$ cat src/rtl/ahb_arb_2m.sv
// ---------------------------------------------------------------------------
// ahb_arb_2m -- two-master AHB bus arbiter
//
// Purpose:
//   Grants the AHB bus to one of two masters. The grant moves only at
//   arbitration points. These are HREADY cycles that end an IDLE, a fixed
//   burst, a SINGLE transfer or a NONSEQ beat of an undefined-length (INCR)
//   burst. Arbitration is round-robin between requesters. A locked owner
//   keeps the bus, and the bus parks on DEFAULT_MASTER when nobody asks.
//   HMASTER and HMASTLOCK follow the grant one HREADY-qualified cycle later.
//   This matches the address phase of the newly granted master.
//
// Parameters:
//   DEFAULT_MASTER  parking master index (0 or 1)
//
// Ports:
//   i_hclk       in   1  bus clock, rising edge
//   i_hresetn    in   1  asynchronous active-low reset
//   i_hbusreq    in   2  bus request, bit n from master n
//   i_hlock      in   2  locked-transfer request, bit n from master n
//   i_htrans     in   2  HTRANS of the current bus owner
//   i_hburst     in   3  HBURST of the current bus owner
//   i_hready     in   1  bus HREADY
//   o_hgrant     out  2  one-hot grant (always exactly one bit set)
//   o_hmaster    out  1  master owning the current address phase
//   o_hmastlock  out  1  current address phase belongs to a locked sequence
// ---------------------------------------------------------------------------
module ahb_arb_2m #(
   parameter int unsigned DEFAULT_MASTER = 0
) (
   input  logic       i_hclk,
   input  logic       i_hresetn,
   input  logic [1:0] i_hbusreq,
   input  logic [1:0] i_hlock,
   input  logic [1:0] i_htrans,
   input  logic [2:0] i_hburst,
   input  logic       i_hready,
   output logic [1:0] o_hgrant,
   output logic       o_hmaster,
   output logic       o_hmastlock
);

   // Parking index as a 1-bit value; any non-zero parameter means master 1.
   localparam logic DEF_IDX = (DEFAULT_MASTER != 0) ? 1'b1 : 1'b0;

   localparam logic [1:0] HTRANS_IDLE   = 2'b00;
   localparam logic [1:0] HTRANS_BUSY   = 2'b01;
   localparam logic [1:0] HTRANS_NONSEQ = 2'b10;
   localparam logic [1:0] HTRANS_SEQ    = 2'b11;

   localparam logic [2:0] HBURST_INCR   = 3'b001;

   localparam logic [4:0] CNT_MAX       = 5'd31;

   // Beat count of a fixed-length burst. INCR has no defined length and maps
   // to 0, which no beat number can ever equal.
   function automatic logic [4:0] burst_len(input logic [2:0] hburst);
      logic [4:0] len;
      case (hburst)
         3'b000:         len = 5'd1;
         3'b010, 3'b011: len = 5'd4;
         3'b100, 3'b101: len = 5'd8;
         3'b110, 3'b111: len = 5'd16;
         default:        len = 5'd0;
      endcase
      return len;
   endfunction

   // ---------------------------------------------------------------------
   // State
   // ---------------------------------------------------------------------
   logic       grant_idx_r;   // currently granted master
   logic       hmaster_r;     // owner of the current address phase
   logic       hmastlock_r;   // lock qualifier of the current address phase
   logic       prio_r;        // master holding round-robin priority
   logic [4:0] beat_cnt_r;    // accepted beats in the current burst
   logic       first_r;       // first HREADY cycle after reset release

   // ---------------------------------------------------------------------
   // Decision signals
   // ---------------------------------------------------------------------
   logic       accept_s;      // a NONSEQ/SEQ beat completes this cycle
   logic [4:0] beat_num_s;    // number of the beat on the bus now
   logic       last_beat_s;   // that beat closes a fixed-length burst
   logic       incr_end_s;    // INCR burst may be cut at a NONSEQ beat
   logic       arb_pt_s;      // grant may move at the coming edge
   logic       locked_s;      // owner keeps the bus through a lock
   logic       next_idx_s;    // master chosen for the next grant
   logic       change_s;      // grant moves at the coming edge

   // Classify the current bus cycle and find out whether it is an arbitration point.
   always_comb begin
      accept_s    = 1'b0;
      beat_num_s  = 5'd0;
      last_beat_s = 1'b0;
      incr_end_s  = 1'b0;
      arb_pt_s    = 1'b0;

      accept_s = i_hready && ((i_htrans == HTRANS_NONSEQ) || (i_htrans == HTRANS_SEQ));

      // NONSEQ always opens beat 1; SEQ continues from the count. The count
      // saturates so that a long INCR burst cannot wrap.
      if (i_htrans == HTRANS_NONSEQ) begin
         beat_num_s = 5'd1;
      end else if (beat_cnt_r == CNT_MAX) begin
         beat_num_s = CNT_MAX;
      end else begin
         beat_num_s = beat_cnt_r + 5'd1;
      end

      // A SINGLE NONSEQ beat is beat 1 of a length-1 burst, so it also counts
      // as a last beat. INCR maps to length 0 and never matches.
      last_beat_s = accept_s && (beat_num_s == burst_len(i_hburst));

      incr_end_s  = (i_hburst == HBURST_INCR) && (i_htrans == HTRANS_NONSEQ);

      // A BUSY beat never meets any of the terms below, so the grant never
      // moves during BUSY.
      arb_pt_s = i_hready &&
                 (first_r || (i_htrans == HTRANS_IDLE) || last_beat_s || incr_end_s);
   end

   // Choose the next owner: lock first, then round-robin, then park.
   always_comb begin
      locked_s   = 1'b0;
      next_idx_s = grant_idx_r;
      change_s   = 1'b0;

      locked_s = i_hlock[grant_idx_r] && i_hbusreq[grant_idx_r];

      if (locked_s) begin
         next_idx_s = grant_idx_r;
      end else begin
         case (i_hbusreq)
            2'b00:   next_idx_s = DEF_IDX;
            2'b01:   next_idx_s = 1'b0;
            2'b10:   next_idx_s = 1'b1;
            2'b11:   next_idx_s = prio_r;
            default: next_idx_s = grant_idx_r;
         endcase
      end

      change_s = arb_pt_s && (next_idx_s != grant_idx_r);
   end

   // Grant, priority, beat counter and address-phase ownership registers.
   always_ff @(posedge i_hclk or negedge i_hresetn) begin
      if (!i_hresetn) begin
         grant_idx_r <= DEF_IDX;
         hmaster_r   <= DEF_IDX;
         hmastlock_r <= 1'b0;
         prio_r      <= ~DEF_IDX;
         beat_cnt_r  <= 5'd0;
         first_r     <= 1'b1;
      end else begin
         // The loser of a grant change gets priority for the next contest.
         // A new owner starts counting its burst from zero.
         if (change_s) begin
            grant_idx_r <= next_idx_s;
            prio_r      <= ~next_idx_s;
            beat_cnt_r  <= 5'd0;
         end else if (accept_s) begin
            grant_idx_r <= grant_idx_r;
            prio_r      <= prio_r;
            if (i_htrans == HTRANS_NONSEQ) begin
               beat_cnt_r <= 5'd1;
            end else if (beat_cnt_r == CNT_MAX) begin
               beat_cnt_r <= CNT_MAX;
            end else begin
               beat_cnt_r <= beat_cnt_r + 5'd1;
            end
         end else begin
            grant_idx_r <= grant_idx_r;
            prio_r      <= prio_r;
            beat_cnt_r  <= beat_cnt_r;
         end

         // Ownership follows the grant that was already on the bus at this
         // HREADY edge. This makes it lag the grant by one accepted cycle and
         // hold through wait states.
         if (i_hready) begin
            hmaster_r   <= grant_idx_r;
            hmastlock_r <= i_hlock[grant_idx_r];
            first_r     <= 1'b0;
         end else begin
            hmaster_r   <= hmaster_r;
            hmastlock_r <= hmastlock_r;
            first_r     <= first_r;
         end
      end
   end

   // The outputs come straight from registers. The grant index is decoded
   // to one-hot, so exactly one bit is always set.
   assign o_hgrant    = grant_idx_r ? 2'b10 : 2'b01;
   assign o_hmaster   = hmaster_r;
   assign o_hmastlock = hmastlock_r;

   // HTRANS_BUSY is named only for readability of the transfer encoding.
   logic unused_busy_s;
   assign unused_busy_s = (HTRANS_BUSY == 2'b01);

endmodule
$ cat config.mk
export PLATFORM = sky130hd
export DESIGN_NAME = ahb_arb_2m
export DESIGN_NICKNAME = d
export VERILOG_FILES = /design/src/rtl/ahb_arb_2m.sv
export SDC_FILE = /design/constraint.sdc
export NUM_CORES = 1
export LEC_CHECK = 0
export CAP_MARGIN = 20
export CORE_ASPECT_RATIO = 0.9
export CORE_MARGIN = 2
export CORE_UTILIZATION = 49
export DETAILED_ROUTE_END_ITERATION = 7
export PLACE_DENSITY = 0.77
export SYNTH_ARGS = -nofsm -noshare
export SYNTH_HDL_FRONTEND = slang
export SYNTH_SLANG_ARGS = --single-unit
$ cat constraint.sdc
create_clock -name i_hclk -period 2.74 [get_ports i_hclk]
set_input_delay 0.274 -clock i_hclk [delete_from_list [all_inputs] [get_ports i_hclk]]
set_output_delay 0.274 -clock i_hclk [all_outputs]
set_load 0.05 [all_outputs]
======== Word-level counts from Yosys, hierarchy flattened ========
Index checks and enable logic that the tools add are counted.
word-level totals
  bits in registers ....................... 10
  bits of input ports ..................... 12
operators by class
  $lt $le $gt $ge ......................... 1
  add/sub/neg operators ................... 1
  reductions and logical operators ........ 18
  equal/unequal tests ..................... 15
  bitwise logic cells ..................... 1
  multiplexer cells ....................... 12
operators by type and width
  kind                                                        count
  2-to-1 mux 5 bit                                            4
  one-hot mux 5 bit (4 select lines)                          1
  == test 3 bit, second input constant                        4
  == test 2 bit, second input constant                        4
  OR reduction 2 bit                                          4
  == test 3 x 2 -> 1 bit, second input constant               2
  logical AND 1 bit                                           6
  adder 5 x 1 -> 5 bit, second input constant                 1
  == test 5 bit                                               1
  == test 5 bit, second input constant                        1
  2-to-1 mux 1 bit                                            5
  zero test 2 bit                                             2
  logical OR 1 bit                                            4
  == test 3 x 1 -> 1 bit, second input constant               1
  zero test 3 bit                                             1
  one-hot mux 1 bit (3 select lines)                          1
  == test 2 x 1 -> 1 bit, second input constant               1
  less-than comparator 1 x 2 -> 1 bit, second input constant  1
  2-to-1 mux 2 bit                                            1
  nonzero test 2 bit                                          1
  != test 1 bit                                               1
  inverter 1 bit                                              1

======== Logic depth before layout (Yosys ltp) ========
Gate-level depths: netlist of the first run.
  word-level depth ........................ 10
  mapped depth ............................ 7
  gate-level depth less buffers ........... 7

======== Worst setup path before layout of the first run ========
OpenSTA, ideal clock, no wires.
  kind .................................... register to register
  start ................................... reg beat_cnt_r[0]
  end ..................................... reg grant_idx_r
  setup time .............................. 131 ps
  cell stages (with the launch flop) ...... 8
  slack ................................... 220 ps
  period minus slack after synthesis ...... 2,520 ps
  buffers on the path ..................... 0
  data arrival time ....................... 2,389 ps
  data required time ...................... 2,609 ps
  path through ............................ dfrtp_1 -> ha_1 -> and4_1 -> or4_4 -> a2111oi_4 -> o32ai_2 -> and3_1 -> or3_1
between the ends
  cells in the longest elaborated chain, start to end .. 9
  elaborated cells on any way between the ends .. 10
  classes of those cells .................. 1 x add/sub; 2 x eq/ne; 2 x mux; 5 x reduce/logical
RTL lines
  what                                                   RTL line  source
  start: declaration                                     76        logic [4:0] beat_cnt_r;
  start signal: assignment                               170       beat_cnt_r <= beat_cnt_r + 5'd1;
  start signal: assignment                               175       beat_cnt_r <= beat_cnt_r;
  adder 5 x 1 -> 5 bit or == test 5 bit (tied branches)  108, 105
  2-to-1 mux 5 bit (*)                                   105       end else if (beat_cnt_r == CNT_MAX) begin
  2-to-1 mux 5 bit (*)                                   103       if (i_htrans == HTRANS_NONSEQ) begin
  == test 5 bit (*)                                      113       last_beat_s = accept_s && (beat_num_s == burst_len(i_hburst));
  logical AND 1 bit (*)                                  113
  logical OR 1 bit (*) (2 in series)                     120       (first_r || (i_htrans == HTRANS_IDLE) || last_beat_s || incr_end_s);
  logical AND 1 bit (*)                                  119       arb_pt_s = i_hready &&
  logical AND 1 bit (*)                                  143       change_s = arb_pt_s && (next_idx_s != grant_idx_r);
  end signal: assignment                                 159       grant_idx_r <= next_idx_s;
  end signal: assignment                                 163       grant_idx_r <= grant_idx_r;
  end signal: assignment                                 173       grant_idx_r <= grant_idx_r;
  end: declaration                                       72        logic grant_idx_r;
Every way passes the cells marked *; elsewhere a longest branch is shown, timed or not.
A chain may end at the register's enable or synchronous reset.

======== Worst setup path in the final report of the first run ========
Same ends and word-level chain as after synthesis.

==> metrics, run 1 <==
outcome=finished, final reports clean; layout cells sized above 1=21.8%; Hold WS=0.334 ns; Remaining DRCs=0; Hold Crit Class=in -> async; Total Wirelength=1.80 mm; Area growth syn-to-layout=30.4%; CTS tree=done; largest net degree at the start of global routing=11; clock slew at reported path FFs=0.07 ns; # hold bufs at CTS=0; die height=42.0 um; clock share of power=24.7%; Primary FF master, synth=dfrtp_1; Max Freq=0.381 GHz; sequential share of power=37.0%; fin nets=124; Tcrit/Tclk final=95.7%; YS warnings=0; net count after synthesis=103; Non-Filler Instances=132; total grt overflow=0; Worst-Skew Late Latency=0.26 ns; Final ANT Viol Nets=0; All-Layer GR Usage=22.3%; Logic pwr share=38.3%; Slew @ Worst Pin=0.516 ns; vias in the first global route=760; dpl cells=128; Die Footprint=1940 um2; Crit Path Class=reg -> reg; fin. max-slew vios=0; Crit Path Max Fanout=6; CORE AREA=1480 um2; HPWL Detailed=1.40 mm; Worst Setup Start Kind=flop; Slew HR=65.1%; via count=781; Mapped Cells=90; max-capacitance violation count=0; CP arrival=2.76 ns; register area share after synthesis=32.1%; final estimated routing congestion in global placement=0.772; EDFF count, synth=0; Period minus WS final=2.62 ns; Cell variety after synth=40; Avg WL per Cell=13.6 um; CTS Sinks=10; drt pass-1 iters=4; row cnt=13; #FFs+latches synth=10; crit end category=flop; number of CTS-inserted buffers=3; Root Driver=clkbuf_4; syn_area_per_cell=8.74 um2; H-tree depth=1; Worst VDD drop=284 uV; Critical Path RT=2.88 ns; first-pass GRT wire length=3.21 mm; sw frac=35.3%; Async SR Flop Fraction=100%; die outline width=46.2 um; Netlist Area Pre-Place=787 um2; Initial DRC Count=20; Setup Skew=0.00424 ns; initial antenna violation count=0; P_leak=0.399 nW; n_diodes=0; PD cells=512 nW/um2; routed vias/inst=5.92; starting density of the core=53.2%; final setup fails=0; Fin. Hold Viols=0; count of input and output buffers=15; sw power=185 uW; Internal Power=340 uW; IO Count=16; CTS Buffer Depth=2
state kept, by name, summed over array words and instances (netlist names):
name / count
beat_cnt_r: 5
first_r: 1
grant_idx_r: 1
o_hmaster: 1
o_hmastlock: 1
prio_r: 1
area by class of cell:
type	instances	area (um2)
fillers	119	454
repair buffers	19	180
multi-input cells	71	507
well taps	22	27.5
inverters	6	22.5
flip-flops and latches	10	253
clock buffers	4	36.3
worst max-delay path: stages (launching register included):
cell and delay, ns:
dfrtp_1 0.41, ha_2 0.23, and4_1 0.23, or4_4 0.53, a2111oi_4 0.40, o32ai_4 0.16, and3_1 0.20, or3_1 0.35
synthesized netlist by cell type, drive strengths merged (3+ instances only):
cell,number,area share (%)
a211oi,5,4.8
a21oi,10,6.4
dfrtp,8,25
inv,6,2.9
nand2,9,4.6
nor2,8,3.8
o21ai,3,1.9
or3,4,3.5
repair_timing:
action,4_1_cts,5_1_grt
resized for setup,0,3
setup buffers,0,0
endpoints found under the setup margin,0,3
placed cells by master (no fill, tap or decap), types with 2 or more instances in the layout:
cell	count
nand2b_1	2
and4_1	2
a211oi_1	5
nand2_1	8
clkdlybuf4s50_1	15
clkbuf_4	3
dfrtp_1	8
buf_4	4
mux2i_1	2
or3_2	2
nor3_1	2
inv_1	6
dfstp_2	2
nor2_1	8
nor4bb_1	2
a21oi_1	9
o21ai_0	3
or3_1	2
a31oi_1	2
final timing paths:
kind                               start     endpoint  slack, ns  cells after the start
max in group asynchronous      i_hresetn       prio_r       2.07                      1
max reg2reg                beat_cnt_r[0]  grant_idx_r       0.12                      7
max                        beat_cnt_r[0]  grant_idx_r       0.12                      7
min reg2reg                      first_r      first_r       0.49                      1
min in group i_hclk              first_r      first_r       0.49                      1
min                            i_hresetn  grant_idx_r       0.33                      1
kinds of logic after synthesis:
family,synth area share (%)
compound gates,25.3
fa+ha+maj,1.59
buf+inv,5.72
flops,32.1
mux,3.97
simple gates,31.3
metrics by stage:
step | area [um2] | power [mW] | TNS [ns] | setup WS [ns] | utilization (%)
global route | 1030 | 0.561 | -0.00106 | -0.00106 | 69.3
global placement | 972 | 0.387 | 0 | 0.143 | 65.7
CTS | 1010 | 0.523 | 0 | 0.119 | 68.1
finish | 1030 | 0.525 | 0 | 0.119 | 69.3
floorplan | 787 | 0.321 | 0 | 0.220 | -
detailed placement | 972 | 0.391 | 0 | 0.111 | 65.7
power by group through the flow:
stage	Combinational (mW)	Clock [mW]	Sequential (mW)
after floorplan	0.117	0	0.203
after global placement	0.193	0	0.195
after detailed placement	0.194	0	0.197
after CTS	0.195	0.134	0.194
after global routing	0.222	0.138	0.200
final	0.201	0.130	0.194
per-layer routing:
metal,GRT usage (%),vias to the layer above,routed length [um]
met1,31.6,362,854
li1,-,381,-
met3,6.90,2,120
met2,31.4,36,810
met5,0,-,0
met4,8.57,0,12
(Power assumes the default switching activity.)
==> run 2: changes to the inputs <==
--- a/config.mk
+++ b/config.mk
@@ -8,9 +8,9 @@
 export CAP_MARGIN = 20
 export CORE_ASPECT_RATIO = 0.9
 export CORE_MARGIN = 2
-export CORE_UTILIZATION = 49
+export CORE_UTILIZATION = 45
 export DETAILED_ROUTE_END_ITERATION = 7
-export PLACE_DENSITY = 0.77
+export PLACE_DENSITY = 0.74
 export SYNTH_ARGS = -nofsm -noshare
 export SYNTH_HDL_FRONTEND = slang
 export SYNTH_SLANG_ARGS = --single-unit
==> constraint.sdc (replaced) <==
create_clock -name i_hclk -period 2.4 [get_ports i_hclk]
set_input_delay 0.24 -clock i_hclk [delete_from_list [all_inputs] [get_ports i_hclk]]
set_output_delay 0.24 -clock i_hclk [all_outputs]
set_load 0.05 [all_outputs]
==> metrics, run 2 (synthesized netlist as in run 1, its figures left out) <==
Total Wirelength=2.15 mm; Crit path largest cell delay=0.53 ns; Critical Path RT=2.55 ns; Worst-Skew Late Latency=0.27 ns; failing checks=negative setup slack; Hold Crit Class=in -> async; dpl cells=140; total grt overflow=0; fin nets=136; Slew HR=67.0%; final estimated routing congestion in global placement=0.862; CP arrival=2.63 ns; Reg with most FFs=beat_cnt_r; Setup Skew=0.000483 ns; Area growth syn-to-layout=41.5%; most common cell after layout, fill and taps aside=buf_4; die outline width=48.1 um; Root Driver=clkbuf_4; PD cells=587 nW/um2; CORE AREA=1660 um2; die height=43.7 um; overall power=654 uW; count of input and output buffers=15; layout cells sized above 1=31.1%; routed vias/inst=5.89; CTS Sinks=10; via count=860; outcome=complete, but fails checks; Avg WL per Cell=14.7 um; CP max-delay cell=or4_4; first-pass GRT wire length=3.48 mm; final core occ=66.9%; Crit Path Class=reg -> reg; initial antenna violation count=0; max-capacitance violation count=0; CTS tree=done; Worst Slack Setup Final=-0.0814 ns; H-tree depth=1; most frequent cells in the layout=buf_4, clkdlybuf4s50_1, a21oi_1; HPWL Detailed=1.64 mm; Worst Setup Start Kind=flop; Fin. Hold Viols=0; Remaining DRCs=0; crit end category=flop; Die Footprint=2100 um2; Worst VDD drop=362 uV; RSZ-0062 raised after global routing=yes; Non-Filler Instances=146; All-Layer GR Usage=23.8%; drt pass-1 iters=4; P_leak=0.461 nW; number of CTS-inserted buffers=3; row cnt=14; IO Count=16; starting density of the core=47.3%; fin. max-slew vios=0; final setup fails=5; largest net degree at the start of global routing=11; CTS Buffer Depth=2; Initial DRC Count=31; clock slew at reported path FFs=0.07 ns; Final ANT Viol Nets=0; crit path cell chain=ha_2 -> and4_4 -> or4_4 -> a2111oi_4 -> o32ai_2 -> and3_1 -> or3_1; Max Freq=0.403 GHz; Crit Path Max Fanout=4; # hold bufs at CTS=0; Tcrit/Tclk final=103%; Period minus WS final=2.48 ns; n_diodes=0; vias in the first global route=800; max FFs per register=5; Slew @ Worst Pin=0.494 ns
## run 2: through the flow
stage	hold slack (ns)	setup TNS (ns)	worst slack, ns	cell area [um2]
finish	0.297	-0.132	-0.0814	1110
global route	0.311	-0.620	-0.168	1110
CTS	0.310	-0.0873	-0.0692	1100
detailed placement	0.478	-0.360	-0.128	1050
global placement	0.477	-0.0387	-0.0387	1050
floorplan	-0.0556	0	0.000376	790
## run 2: path summary, 6_finish.rpt
kind                                    start             to  slack [ns]  cells after the start
worst max register to register  beat_cnt_r[0]    grant_idx_r       -0.08                      7
max in group asynchronous           i_hresetn         prio_r        1.75                      1
worst max-delay path            beat_cnt_r[0]    grant_idx_r       -0.08                      7
min in group i_hclk                   first_r        first_r        0.49                      1
worst min-delay path                i_hresetn  beat_cnt_r[1]        0.30                      1
worst min register to register        first_r        first_r        0.49                      1
## run 2: layout make-up
class                   count  area (um2)
clock buffers               4        36.3
inverters                   6        22.5
flip-flops and latches     10         253
repair buffers             31         270
well taps                  24        30.0
multi-input cells          71         502
fillers                   132         551
## run 2: what timing repair did
action / 4_1_cts / 5_1_grt
cloned: 0 / 0
pin swaps: 1 / 2
setup buffers: 1 / 1
setup endpoints to repair: 6 / 7
gates resized for setup: 2 / 1
## run 2: routing by layer
metal | vias up | global-route usage (%) | routed length, um
met4 | 0 | 14.6 | 85
met5 | - | 0 | 0
met1 | 397 | 31.8 | 899
li1 | 403 | - | -
met2 | 50 | 34.7 | 978
met3 | 10 | 5.00 | 183
## run 2: critical path: cells and delay by family (launching register included)
| kind | cells | cell delay [ns] |
|---|---|---|
| compound gates | 2 | 0.51 |
| flops | 1 | 0.42 |
| fa+ha+maj | 1 | 0.20 |
| simple gates | 4 | 1.23 |
## run 2: report_power, final
group          switching [mW]  internal (mW)
Combinational           0.146          0.132
Clock                  0.0646         0.0921
Sequential             0.0259          0.193
==> run 3: changes to the inputs <==
==> constraint.sdc (replaced) <==
create_clock -name i_hclk -period 2.4 [get_ports i_hclk]
set_input_delay 0.72 -clock i_hclk [delete_from_list [all_inputs] [get_ports i_hclk]]
set_output_delay 0.72 -clock i_hclk [all_outputs]
set_load 0.05 [all_outputs]
==> metrics, run 3 (synthesized netlist as in run 1, its figures left out) <==
sequential share of power=32.9%; hold endpoint=first_r; vias in the first global route=824; n_diodes=0; clock slew at reported path FFs=0.07 ns; CP arrival=2.55 ns; dpl cells=145; Worst VDD drop=491 uV; row cnt=14; Setup Skew=0.00830 ns; CORE AREA=1660 um2; PD cells=555 nW/um2; register area=253 um2; IO Count=16; final setup fails=1; sw power=236 uW; Total Wirelength=2.14 mm; Fin. Hold Viols=0; Worst Slack Setup Final=-0.000296 ns; H-tree depth=1; die height=43.7 um; CTS Buffer Depth=2; Non-Filler Instances=152; Initial DRC Count=23; final-layout fill cell count=121; Root Driver=clkbuf_4; failing checks=negative setup slack; All-Layer GR Usage=23.0%; Final ANT Viol Nets=0; starting density of the core=47.3%; Tcrit/Tclk final=100%; R2R depth=7; FF-to-FF End=grant_idx_r; multi-input logic area=543 um2; Critical Path RT=2.55 ns; Reg-to-Reg Start=beat_cnt_r[1]; Crit Path Class=in -> reg; crit end category=flop; hold wc startpoint=first_r; total grt overflow=0; hold path depth=1; number of CTS-inserted buffers=3; Worst Setup Start Kind=input pin; via count=853; setup TNS=-0.000296 ns; max FFs per register=5; Slew @ Worst Pin=0.500 ns; Max Freq=0.417 GHz; final estimated routing congestion in global placement=0.855; most frequent cells in the layout=buf_4, clkdlybuf4s50_1, nand2_1, dfrtp_1; Avg WL per Cell=14.1 um; count of input and output buffers=15; clock share of power=22.4%; most common cell after layout, fill and taps aside=buf_4; Die Footprint=2100 um2; Period minus WS final=2.40 ns; placed instance area=1080 um2; RSZ-0062 raised after global routing=yes; largest net degree at the start of global routing=11; sw frac=35.6%; # hold bufs at CTS=0; die outline width=48.1 um; overall power=663 uW; Hold Crit Class=reg -> reg; Remaining DRCs=0; Reg with most FFs=beat_cnt_r; fin. max-slew vios=0; post-route cell area=1200 um2; max-capacitance violation count=0; HPWL Detailed=1.65 mm; layout cells sized above 1=40.6%; CTS Sinks=10; fin nets=142; first-pass GRT wire length=3.42 mm; Area growth syn-to-layout=52.0%; drt pass-1 iters=4; Crit Path Max Fanout=6; CTS tree=done; Worst-Skew Late Latency=0.26 ns; r2r setup slk=0.01 ns; routed vias/inst=5.61; Slew HR=66.6%; Logic pwr share=44.8%; initial antenna violation count=0; Internal Power=427 uW; P_leak=0.503 nW; outcome=complete, but fails checks
[run 3: area by class of cell]
class                   count  share of cell area [%]
clock buffers               4                    3.03
inverters                   6                    1.88
multi-input cells          71                    45.4
flip-flops and latches     10                    21.1
well taps                  24                    2.51
repair buffers             37                    26.0
[run 3: repair_timing]
| item | in CTS | in global routing |
|---|---|---|
| gates resized for setup | 15 | 4 |
| buffers inserted | 1 | 2 |
| pin swaps | 9 | 7 |
| cloned | 0 | 0 |
| setup endpoints to repair | 7 | 7 |
[run 3: power by group through the flow]
stage | logic, mW | clock network, mW | registers, mW
5_1_grt | 0.316 | 0.165 | 0.222
3_5_place_dp | 0.265 | 0 | 0.220
6_report | 0.297 | 0.148 | 0.218
3_3_place_gp | 0.258 | 0 | 0.217
4_1_cts | 0.280 | 0.152 | 0.217
2_1_floorplan | 0.134 | 0 | 0.232
[run 3: routing by layer]
metal | vias to the layer above | share of wire, % | wire length, um | global-route usage (%)
met5 | - | 0 | 0 | 0
met4 | 0 | 0.70 | 15 | 8.65
met3 | 2 | 3.2 | 69 | 4.17
met2 | 23 | 50 | 1070 | 37.9
met1 | 411 | 46 | 980 | 29.2
li1 | 417 | - | - | -
[run 3: worst max-delay path by stage]
stage                  startpoint  slack [ns]  cells past startpoint          end
finish                i_htrans[1]     -0.0003                      7  grant_idx_r
global route        beat_cnt_r[1]       -0.06                      7  grant_idx_r
CTS                 beat_cnt_r[1]       -0.11                      7  grant_idx_r
detailed placement    i_htrans[0]       -0.58                      7  grant_idx_r
global placement      i_htrans[0]       -0.51                      7  grant_idx_r
floorplan             i_htrans[1]       -0.11                      7  grant_idx_r
[run 3: worst max-delay path, stage by stage]
cell and delay, ns:
dlygate4sd2_1 0.24, nor2b_4 0.14, or4_4 0.43, a2111oi_4 0.33
o32ai_2 0.17, and3_1 0.17, or3_1 0.33
[run 3: through the flow]
stage                     hold WS (ns)  setup slack [ns]  utilization [%]
after CTS                        0.495            -0.105             69.8
final                            0.492         -0.000296             71.9
after floorplan                  0.424            -0.109                -
after detailed placement         0.484            -0.582             65.2
after global routing             0.510           -0.0625             71.9
after global placement           0.478            -0.509             65.2
==> edit (flow settings as in run 1) <==
Change the localparam `CNT_MAX` from 5'd31 to 5'd15.
--- a/src/rtl/ahb_arb_2m.sv
+++ b/src/rtl/ahb_arb_2m.sv
@@ -50,7 +50,7 @@
 
    localparam logic [2:0] HBURST_INCR   = 3'b001;
 
-   localparam logic [4:0] CNT_MAX       = 5'd31;
+   localparam logic [4:0] CNT_MAX       = 5'd15;
 
    // Beat count of a fixed-length burst. INCR has no defined length and maps
    // to 0, which no beat number can ever equal.
Check against the original RTL: no difference found for any inputs over 10 cycles, from zero or initial values and one cycle with i_hresetn low; that may be too few to reach the edited logic, so the function may still have changed.
==> edit against run 1 <==
Cell area shrank 11%; synthesized cell count decreased by 17%; routed wire length down 15%; critical path depth did not move; sequential cell count unchanged; area after synthesis decreased by 8.3%; setup slack gained 310 ps; total power increased by 50%; maximum frequency rose by 13%; via count is 24% lower; largest cell class unchanged.
==> edit: results (changes against run 1) <==
[outcome]
status=finished clean

[power_and_ir_drop]
worst_ir_drop_vdd_mv=0.4946  ; +74%
p_leak_nw=0.3594  ; -10%

[setup_path]
reg2reg_slack_ps=430  ; +310 ps
critPathTopFamily=compound AO/OA/AOI/OAI gates
path_max_fanout=8  ; +2
arrival_ps=2480  ; -280 ps
max_stage_delay_ps=460  ; -70 ps
critPathSlowestCell=dfrtp_1
r2r_end=prio_r

[global_routing]
track_usage=0.1866  ; -0.03649
grt_pass1_vias=545  ; -28%
grt_pass1_wl_um=2318  ; -28%

[sta]
clock_skew_ps=10.66  ; +6.427 ps
worst_pin_slew_ps=510.1  ; -5.735 ps
fmax_mhz=432.9  ; +13%

[finish]
fin_nets=106  ; -15%
largest_reg_flops=5  ; unchanged
drive_above_1_share=0.1848  ; -0.03340

[yosys]
synth_fp_nets=88  ; -15%
synthTopCellsByCount=dfrtp_1, nor2_1, nor2b_1
ys_types=42  ; +5.0%
seq_area_frac_synth=0.3501  ; +0.02894

[route]
vias=590  ; -24%

[place]
placed_area_um2=875.8  ; -9.9%
dp_hpwl_um=1191  ; -15%
place_congestion=0.7924  ; +2.6%
dpl_worst_slack_ps=420.4  ; +309.6 ps

## edit: worst reg2reg max path, cell delays in order, from the launching register on
cell and delay [ps]:
dfrtp_1 460, ha_1 280, and2_1 170, a211oi_1 380, xnor2_1 190, o2111ai_2 180
a21oi_2 320, mux2i_1 250
## edit: worst min-delay path by stage
stage / end / slack (ps) / cells after the start
2_1_floorplan: beat_cnt_r[0] / -20 / 0
3_3_place_gp: prio_r / 460 / 2
3_5_place_dp: first_r / 480 / 1
4_1_cts: o_hmaster / 320 / 1
5_1_grt: o_hmaster / 350 / 1
6_report: o_hmastlock / 320 / 1
## edit: per-stage QoR
step                      utilization  std cells
after floorplan                     -         75
after CTS                      0.6446        107
after global placement         0.6189        103
after detailed placement       0.6189        103
final                          0.6446        107
after global routing           0.6446        107
## edit: logic make-up after synthesis
| group | after synthesis | share of synthesized area |
|---|---|---|
| AO/OA/AOI/OAI | 19 | 0.2149 |
| XOR/XNOR | 3 | 0.03640 |
| adder cells (fa/ha/maj) | 1 | 0.01733 |
| buffers and inverters | 5 | 0.03639 |
| flip-flops | 10 | 0.3501 |
| multiplexers | 5 | 0.07798 |
| AND/OR/NAND/NOR | 32 | 0.2669 |
## edit: where the power goes
group	switching, mW	internal [mW]	total (mW)
combinational	0.214	0.171	0.385
clock	0.0490	0.0804	0.129
sequential	0.0691	0.205	0.275
total	0.332	0.457	0.789
## edit: routing by layer
layer / GRT usage / up-vias / part of all wire
li1: - / 311 / -
met1: 0.2602 / 269 / 0.52
met2: 0.2645 / 8 / 0.44
met3: 0.04505 / 2 / 0.028
met4: 0.09848 / 0 / 0.0059
met5: 0 / - / 0
## edit: area by class of cell
cell class                 instances  area (um^2)
fill                             133        503.0
tap                               15        18.77
sequential                        10        252.7
multi-input combinational         60        442.9
inverter                           3        11.26
timing repair buffer              15        150.1
clock buffer                       4        36.28
